==> src/rtl/iterative_muldiv_unit_if.sv <==
// Start/busy/valid handshake bundle between the execute stage and the
// iterative multiply/divide unit.
interface iterative_muldiv_unit_if #(
    parameter int size = 32
);
    logic            start;
    logic            flush;
    logic [2:0]      op;
    logic [size-1:0] A;
    logic [size-1:0] B;
    logic            busy;
    logic            valid;
    logic [size-1:0] result;
    logic            div_by_zero;

    modport master (
        output start, flush, op, A, B,
        input  busy, valid, result, div_by_zero
    );

    modport slave (
        input  start, flush, op, A, B,
        output busy, valid, result, div_by_zero
    );
endinterface

==> src/rtl/iterative_muldiv_unit.sv <==
// RISC-V M-extension unit: radix-2 shift-add multiplier and restoring divider
// sharing one (size+2)-bit adder, one iteration per cycle.
module iterative_muldiv_unit #(
    parameter int size  = 32,
    parameter int CNT_W = $clog2(size) + 1
) (
    input logic                    clk,
    input logic                    reset,
    iterative_muldiv_unit_if.slave bus
);

    localparam logic [size-1:0]   ZERO     = {size{1'b0}};
    localparam logic [size-1:0]   ONES     = {size{1'b1}};
    localparam logic [size-1:0]   ONE      = {{(size-1){1'b0}}, 1'b1};
    localparam logic [size-1:0]   MINV     = {1'b1, {(size-1){1'b0}}};
    localparam logic [2*size-1:0] ONE2     = {{(2*size-1){1'b0}}, 1'b1};
    localparam logic [CNT_W-1:0]  CNT_ONE  = {{(CNT_W-1){1'b0}}, 1'b1};
    localparam logic [CNT_W-1:0]  CNT_INIT = CNT_W'(size);

    typedef enum logic [1:0] {
        S_IDLE = 2'd0,
        S_CALC = 2'd1,
        S_DONE = 2'd2
    } state_t;

    function automatic logic [size-1:0] neg_w(input logic [size-1:0] x);
        return ~x + ONE;
    endfunction

    state_t            r_state;
    state_t            w_state_nxt;
    logic [CNT_W-1:0]  r_cnt;
    logic [2:0]        r_op;
    logic [size-1:0]   r_a;
    logic [size-1:0]   r_b;
    logic [2*size-1:0] r_acc;
    logic              r_neg_res;
    logic              r_neg_rem;
    logic              r_special;
    logic              r_dbz_pend;
    logic              r_busy;
    logic              r_valid;
    logic [size-1:0]   r_result;
    logic              r_dbz;

    logic              w_accept;
    logic              w_iterate;
    logic              w_finish;

    logic              w_is_div;
    logic              w_sa;
    logic              w_sb;
    logic              w_a_neg;
    logic              w_b_neg;
    logic [size-1:0]   w_a_mag;
    logic [size-1:0]   w_b_mag;
    logic              w_dbz;
    logic              w_ovf;
    logic              w_special;
    logic [size-1:0]   w_special_val;
    logic [2*size-1:0] w_acc_init;

    logic [size:0]     w_op1;
    logic [size:0]     w_op2;
    logic              w_cin;
    logic [size+1:0]   w_sum;
    logic [2*size-1:0] w_acc_nxt;

    logic [2*size-1:0] w_prod;
    logic [size-1:0]   w_quo;
    logic [size-1:0]   w_rem;
    logic [size-1:0]   w_final;

    assign bus.busy        = r_busy;
    assign bus.valid       = r_valid;
    assign bus.result      = r_result;
    assign bus.div_by_zero = r_dbz;

    // Operand decode on the accept cycle: magnitudes, signs and RISC-V special cases
    always_comb begin
        w_is_div = bus.op[2];
        if (w_is_div) begin
            w_sa = ~bus.op[0];
            w_sb = ~bus.op[0];
        end else begin
            w_sa = (bus.op[1:0] != 2'b11);
            w_sb = ~bus.op[1];
        end
        w_a_neg   = w_sa & bus.A[size-1];
        w_b_neg   = w_sb & bus.B[size-1];
        w_a_mag   = w_a_neg ? neg_w(bus.A) : bus.A;
        w_b_mag   = w_b_neg ? neg_w(bus.B) : bus.B;
        w_dbz     = w_is_div & (bus.B == ZERO);
        w_ovf     = w_is_div & ~bus.op[0] & (bus.A == MINV) & (bus.B == ONES);
        w_special = w_dbz | w_ovf;
        if (w_dbz) begin
            w_special_val = bus.op[1] ? bus.A : ONES;
        end else if (w_ovf) begin
            w_special_val = bus.op[1] ? ZERO : bus.A;
        end else begin
            w_special_val = ZERO;
        end
        // Special results ride in the low half of the accumulator to DONE
        if (w_special) begin
            w_acc_init = {ZERO, w_special_val};
        end else if (w_is_div) begin
            w_acc_init = {ZERO, w_a_mag};
        end else begin
            w_acc_init = {ZERO, w_b_mag};
        end
    end

    // Shared adder: add-multiplicand for multiply, trial-subtract divisor for divide
    always_comb begin
        if (r_op[2]) begin
            w_op1 = r_acc[2*size-1:size-1];
            w_op2 = ~{1'b0, r_b};
            w_cin = 1'b1;
        end else begin
            w_op1 = {1'b0, r_acc[2*size-1:size]};
            w_op2 = r_acc[0] ? {1'b0, r_a} : {1'b0, ZERO};
            w_cin = 1'b0;
        end
        w_sum = {1'b0, w_op1} + {1'b0, w_op2} + {{(size+1){1'b0}}, w_cin};
        if (r_op[2]) begin
            if (w_sum[size+1]) begin
                w_acc_nxt = {w_sum[size-1:0], r_acc[size-2:0], 1'b1};
            end else begin
                w_acc_nxt = {r_acc[2*size-2:size-1], r_acc[size-2:0], 1'b0};
            end
        end else begin
            w_acc_nxt = {w_sum[size:0], r_acc[size-1:1]};
        end
    end

    // Sign fix-up and result selection, consumed on the DONE exit edge
    always_comb begin
        w_prod = r_neg_res ? (~r_acc + ONE2) : r_acc;
        w_quo  = r_neg_res ? neg_w(r_acc[size-1:0]) : r_acc[size-1:0];
        w_rem  = r_neg_rem ? neg_w(r_acc[2*size-1:size]) : r_acc[2*size-1:size];
        if (r_special) begin
            w_final = r_acc[size-1:0];
        end else if (!r_op[2]) begin
            w_final = (r_op[1:0] == 2'b00) ? w_prod[size-1:0] : w_prod[2*size-1:size];
        end else if (!r_op[1]) begin
            w_final = w_quo;
        end else begin
            w_final = w_rem;
        end
    end

    // FSM state register
    always_ff @(posedge clk or posedge reset) begin
        if (reset) begin
            r_state <= S_IDLE;
        end else begin
            r_state <= w_state_nxt;
        end
    end

    // FSM next-state logic; flush wins over everything
    always_comb begin
        w_state_nxt = r_state;
        case (r_state)
            S_IDLE: begin
                if (bus.flush) begin
                    w_state_nxt = S_IDLE;
                end else if (bus.start) begin
                    w_state_nxt = w_special ? S_DONE : S_CALC;
                end else begin
                    w_state_nxt = S_IDLE;
                end
            end
            S_CALC: begin
                if (bus.flush) begin
                    w_state_nxt = S_IDLE;
                end else if (r_cnt == CNT_ONE) begin
                    w_state_nxt = S_DONE;
                end else begin
                    w_state_nxt = S_CALC;
                end
            end
            S_DONE:  w_state_nxt = S_IDLE;
            default: w_state_nxt = S_IDLE;
        endcase
    end

    // FSM output decode
    always_comb begin
        w_accept  = 1'b0;
        w_iterate = 1'b0;
        w_finish  = 1'b0;
        case (r_state)
            S_IDLE:  w_accept  = bus.start & ~bus.flush;
            S_CALC:  w_iterate = ~bus.flush;
            S_DONE:  w_finish  = ~bus.flush;
            default: w_accept  = 1'b0;
        endcase
    end

    // Datapath registers: operand capture and per-cycle iteration
    always_ff @(posedge clk or posedge reset) begin
        if (reset) begin
            r_cnt      <= {CNT_W{1'b0}};
            r_op       <= 3'b000;
            r_a        <= ZERO;
            r_b        <= ZERO;
            r_acc      <= {ZERO, ZERO};
            r_neg_res  <= 1'b0;
            r_neg_rem  <= 1'b0;
            r_special  <= 1'b0;
            r_dbz_pend <= 1'b0;
        end else if (w_accept) begin
            r_cnt      <= CNT_INIT;
            r_op       <= bus.op;
            r_a        <= w_a_mag;
            r_b        <= w_b_mag;
            r_acc      <= w_acc_init;
            r_neg_res  <= w_a_neg ^ w_b_neg;
            r_neg_rem  <= w_a_neg;
            r_special  <= w_special;
            r_dbz_pend <= w_dbz;
        end else if (w_iterate) begin
            r_acc <= w_acc_nxt;
            r_cnt <= r_cnt - CNT_ONE;
        end else if (bus.flush) begin
            r_cnt <= {CNT_W{1'b0}};
        end else begin
            r_cnt <= r_cnt;
        end
    end

    // Registered handshake outputs; result/div_by_zero hold between valid pulses
    always_ff @(posedge clk or posedge reset) begin
        if (reset) begin
            r_busy   <= 1'b0;
            r_valid  <= 1'b0;
            r_result <= ZERO;
            r_dbz    <= 1'b0;
        end else begin
            r_busy  <= (w_state_nxt == S_CALC);
            r_valid <= w_finish;
            if (w_finish) begin
                r_result <= w_final;
                r_dbz    <= r_dbz_pend;
            end else begin
                r_result <= r_result;
                r_dbz    <= r_dbz;
            end
        end
    end

endmodule

==> src/flat_wrapper.sv <==
// flat-port wrapper written by rule: the top's interface ports become plain ports
module iterative_muldiv_unit_flat 
#(
    parameter int size  = 32,
    parameter int CNT_W = $clog2(size) + 1
)
  (clk, reset, bus_start, bus_flush, bus_op, bus_A, bus_B, bus_busy, bus_valid, bus_result, bus_div_by_zero);
  iterative_muldiv_unit_if #(.size(size)) bus_i ();
  input logic clk;
  input logic reset;
  input wire logic [$bits(bus_i.start)-1:0] bus_start;
  input wire logic [$bits(bus_i.flush)-1:0] bus_flush;
  input wire logic [$bits(bus_i.op)-1:0] bus_op;
  input wire logic [$bits(bus_i.A)-1:0] bus_A;
  input wire logic [$bits(bus_i.B)-1:0] bus_B;
  output wire logic [$bits(bus_i.busy)-1:0] bus_busy;
  output wire logic [$bits(bus_i.valid)-1:0] bus_valid;
  output wire logic [$bits(bus_i.result)-1:0] bus_result;
  output wire logic [$bits(bus_i.div_by_zero)-1:0] bus_div_by_zero;
  assign bus_i.start = bus_start;
  assign bus_i.flush = bus_flush;
  assign bus_i.op = bus_op;
  assign bus_i.A = bus_A;
  assign bus_i.B = bus_B;
  assign bus_busy = bus_i.busy;
  assign bus_valid = bus_i.valid;
  assign bus_result = bus_i.result;
  assign bus_div_by_zero = bus_i.div_by_zero;
  iterative_muldiv_unit #(.size(size), .CNT_W(CNT_W)) u_core (.clk(clk), .reset(reset), .bus(bus_i));
endmodule
==> config.mk <==
export PLATFORM = sky130hd
export DESIGN_NAME = iterative_muldiv_unit_flat
export DESIGN_NICKNAME = d
export VERILOG_FILES = /design/src/rtl/iterative_muldiv_unit_if.sv /design/src/rtl/iterative_muldiv_unit.sv /design/src/flat_wrapper.sv
export SDC_FILE = /design/constraint.sdc
export NUM_CORES = 1
export LEC_CHECK = 0
export ABC_CLOCK_PERIOD_IN_PS = 12500
export BUFFER_PORTS_ARGS = -buffer_cell sky130_fd_sc_hd__buf_4
export CORE_MARGIN = 3
export CORE_UTILIZATION = 60
export CTS_CLUSTER_SIZE = 8
export DETAILED_ROUTE_END_ITERATION = 16
export PLACE_DENSITY = 0.79
export SETUP_SLACK_MARGIN = 0.3
export SYNTH_ARGS = -nofsm -noshare
export SYNTH_HDL_FRONTEND = slang
export SYNTH_SLANG_ARGS = --single-unit
==> constraint.sdc <==
create_clock -name clk -period 12.5 [get_ports clk]
set_clock_uncertainty 0.2 [all_clocks]
set_input_delay 0.625 -clock clk [delete_from_list [all_inputs] [get_ports clk]]
set_output_delay 0.625 -clock clk [all_outputs]
set_load 0.005 [all_outputs]
==> flow_metrics.py <==
metrics = {
    "die": {
        "die_y_um": 167,
        "core_area_um2": 25300,
        "die_x_um": 167,
        "num_rows": 58,
        "io_pins": 106,
        "dieArea_um2": 27800,
        "start_util_pct": 61.3,
    },
    "setup_path": {
        "worstPathArrival_ns": 6.42,
        "critPathCaptureType": "register",
        "required_ns": 12.66,
        "cp-start-kind": "register",
        "criticalPathCategory": "register to register",
        "worst-path-max-fanout": 79,
    },
    "synth": {
        "synth-edff-count": 0,
        "avgSynthCellArea_um2": 7.65,
        "ys_seq_area_share_pct": 28.7,
        "synth_most_common_cell": "nand2_1",
        "synth-main-ff-cell": "dfrtp_1",
        "syn_nets": 2141,
        "netlist_area_um2": 15500,
        "ys_top_cells_by_area": "dfrtp_1 (29%), o21ai_0 (8.9%), nand2_1 (6.9%)",
        "synth_warnings": 0,
        "ys_types": 88,
        "synthArstFlopShare_pct": 100,
        "yosysTopAreaCellShare_pct": 28.7,
        "yosys.area.top_type": "dfrtp_1",
        "synthCells": 2029,
        "synth_commonest_cells": "nand2_1 (287), o21ai_0 (276), dfrtp_1 (178), nor2_1 (151), clkbuf_1 (150)",
        "yosys_register_bits": 178,
    },
    "clock_tree": {
        "htree_num_levels": 4,
        "clock_latency_ns": 0.47,
        "post_cts_resized": 0,
        "cts_sinks": 178,
        "cts_root_buf": "clkbuf_16",
        "cts_tree": "done",
        "cts_buffers": 17,
        "clk_path_buf_depth": 2,
        "clk_pin_slew_ns": 0.08,
    },
    "flow_run": {
        "drv_cap": 0,
    },
    "timing": {
        "slew_violations": 0,
        "rsz0062_at_grt": "false",
        "fin_crit_sh_pct": 50.1,
        "setup_slack_ns": 6.24,
        "worst_slew_pin_slew_ns": 1.39,
        "slew_headroom_pct": 6.13,
        "post-route-min-period_ns": 6.26,
        "hold_violations": 0,
        "fin_setup_tns_ns": 0,
        "setup_viol": 0,
        "fmax_ghz": 0.160,
        "whs_ns": 0.178,
    },
    "finish": {
        "stdcell_count": 2339,
        "finalInstanceArea_um2": 16800,
        "n_antenna_cell": 0,
        "fin_nets": 2108,
        "utilization_pct": 66.4,
        "drive_above_1_share_pct": 11.7,
        "syn2layout_area_growth_pct": 8.42,
    },
    "pwr": {
        "p_leak_nw": 7.08,
        "ir_drop_mv": 0.128,
        "clkPwrFrac_pct": 16.1,
        "pwr-share-comb_pct": 51.5,
        "total_power_mw": 3.55,
        "p_sw_share_pct": 51.5,
        "p_sw_mw": 1.83,
        "p_per_area_nw_per_um2": 211,
        "internal_power_mw": 1.72,
        "seq_power_share_pct": 32.3,
    },
    "global_routing": {
        "grt_overflow_total": 0,
        "grt_pass1_vias": 15042,
        "grtUsageTotal_pct": 41.1,
        "grt_start_max_net_pins": 97,
        "antenna_found_initial": 0,
        "grt_pass1_wl_um": 89800,
    },
    "placement": {
        "postPlaceCellArea_um2": 16200,
        "dp_cells": 2306,
        "gp_congestion": 1.04,
        "dp_slack_ns": 6.61,
        "place_hpwl_um": 42700,
        "io_buffers": 105,
    },
    "drt": {
        "routedWlPerCell_um": 25.0,
        "firstDrtPassIters": 7,
        "via_per_inst": 6.96,
        "drt_wl_total_um": 58500,
        "vias": 16288,
        "remaining_drc_errors": 0,
        "initialDrtViolationCount": 2781,
        "postRouteAntennaNets": 0,
    },
    "min_path": {
        "hold_class": "primary input to register",
    },
    "outcome": {
        "status": "finished, final reports clean",
    },
}
==> metal layers <==
metal	GRT usage, %	vias to the layer above	share of wire [%]
met4	25.7	0	8.1
met5	0	-	0
met2	57.8	1183	41
met1	57.1	7602	39
met3	9.76	255	12
li1	-	7248	-
==> power groups by stage <==
stage | Combinational [mW] | Sequential [mW] | Clock, mW
after floorplan | 1.45 | 0.832 | 0
after global placement | 1.72 | 1.11 | 0
after detailed placement | 1.75 | 1.12 | 0
after CTS | 1.77 | 1.11 | 0.577
after global routing | 1.98 | 1.15 | 0.598
final | 1.83 | 1.15 | 0.573
==> flip-flops by register name, summed over array words and instances, names as in the netlist <==
signal and count:
u_core.bus.valid 1, u_core.bus.div_by_zero 1, u_core.r_neg_res 1, u_core.r_dbz_pend 1, u_core.r_b 32, u_core.r_neg_rem 1
u_core.r_special 1, u_core.r_a 32, u_core.r_cnt 6, u_core.bus.busy 1, u_core.bus.result 32, u_core.r_op 3
u_core.r_acc 64, u_core.r_state 2
==> final cells by class <==
type,instances,area (µm²)
Clock buffer,17,425
Fill cell,2229,8500
Clock inverter,15,201
Multi-Input combinational cell,1638,10200
Tap cell,330,413
Sequential cell,178,4460
Timing Repair Buffer,127,956
Inverter,34,133
==> path summary, 6_finish.rpt <==
check,start,to,slack [ns],depth (start not counted)
min in group asynchronous,reset,u_core.r_b[20],0.47,3
max,u_core.r_op[2],u_core.r_acc[32],6.24,10
min,bus_flush,u_core.r_cnt[1],0.18,2
max reg2reg,u_core.r_op[2],u_core.r_acc[32],6.24,10
max in group asynchronous,reset,u_core.r_op[2],9.32,5
min reg2reg,u_core.r_b[31],u_core.r_b[31],0.28,2
==> what timing repair did <==
| action | in CTS | in global routing |
|---|---|---|
| buffers inserted | 0 | 0 |
| hold endpoints to repair | 32 | 0 |
| hold buffers | 1 | 0 |
==> placed cells by master, fill, tap and decap left out, types with 19 or more instances in the layout <==
master,count
or3_1,21
o221ai_1,30
nor4_1,19
nand2_1,287
mux2_2,38
buf_4,126
xor2_1,80
nor2_1,149
nand3_1,42
nor3_1,38
mux2i_1,46
dfrtp_1,176
a31oi_1,21
a21oi_1,119
o31ai_1,26
inv_1,29
xnor2_1,90
nand4_1,19
o21ai_0,276
ha_1,39
nand2b_1,19
o22ai_1,25
a21o_1,24
a211oi_1,21
==> critical path: stages (launching register included) <==
cell	delay, ns
dfrtp_4	0.83
buf_4	0.77
mux2_2	0.42
ha_1	0.45
nand2_1	0.16
nor3_1	0.43
nand2_1	0.19
o311ai_0	1.15
a21o_1	0.97
o221ai_1	0.26
o21ai_0	0.24
==> cell families after synthesis <==
family	synth area share [%]
buffers and inverters	5.49
AO/OA/AOI/OAI	25.9
XOR/XNOR	9.59
AND/OR/NAND/NOR	21.2
adder cells (fa/ha/maj)	3.40
flip-flops	28.7
multiplexers	5.72
Note: power is estimated with default switching activity, not from simulation.
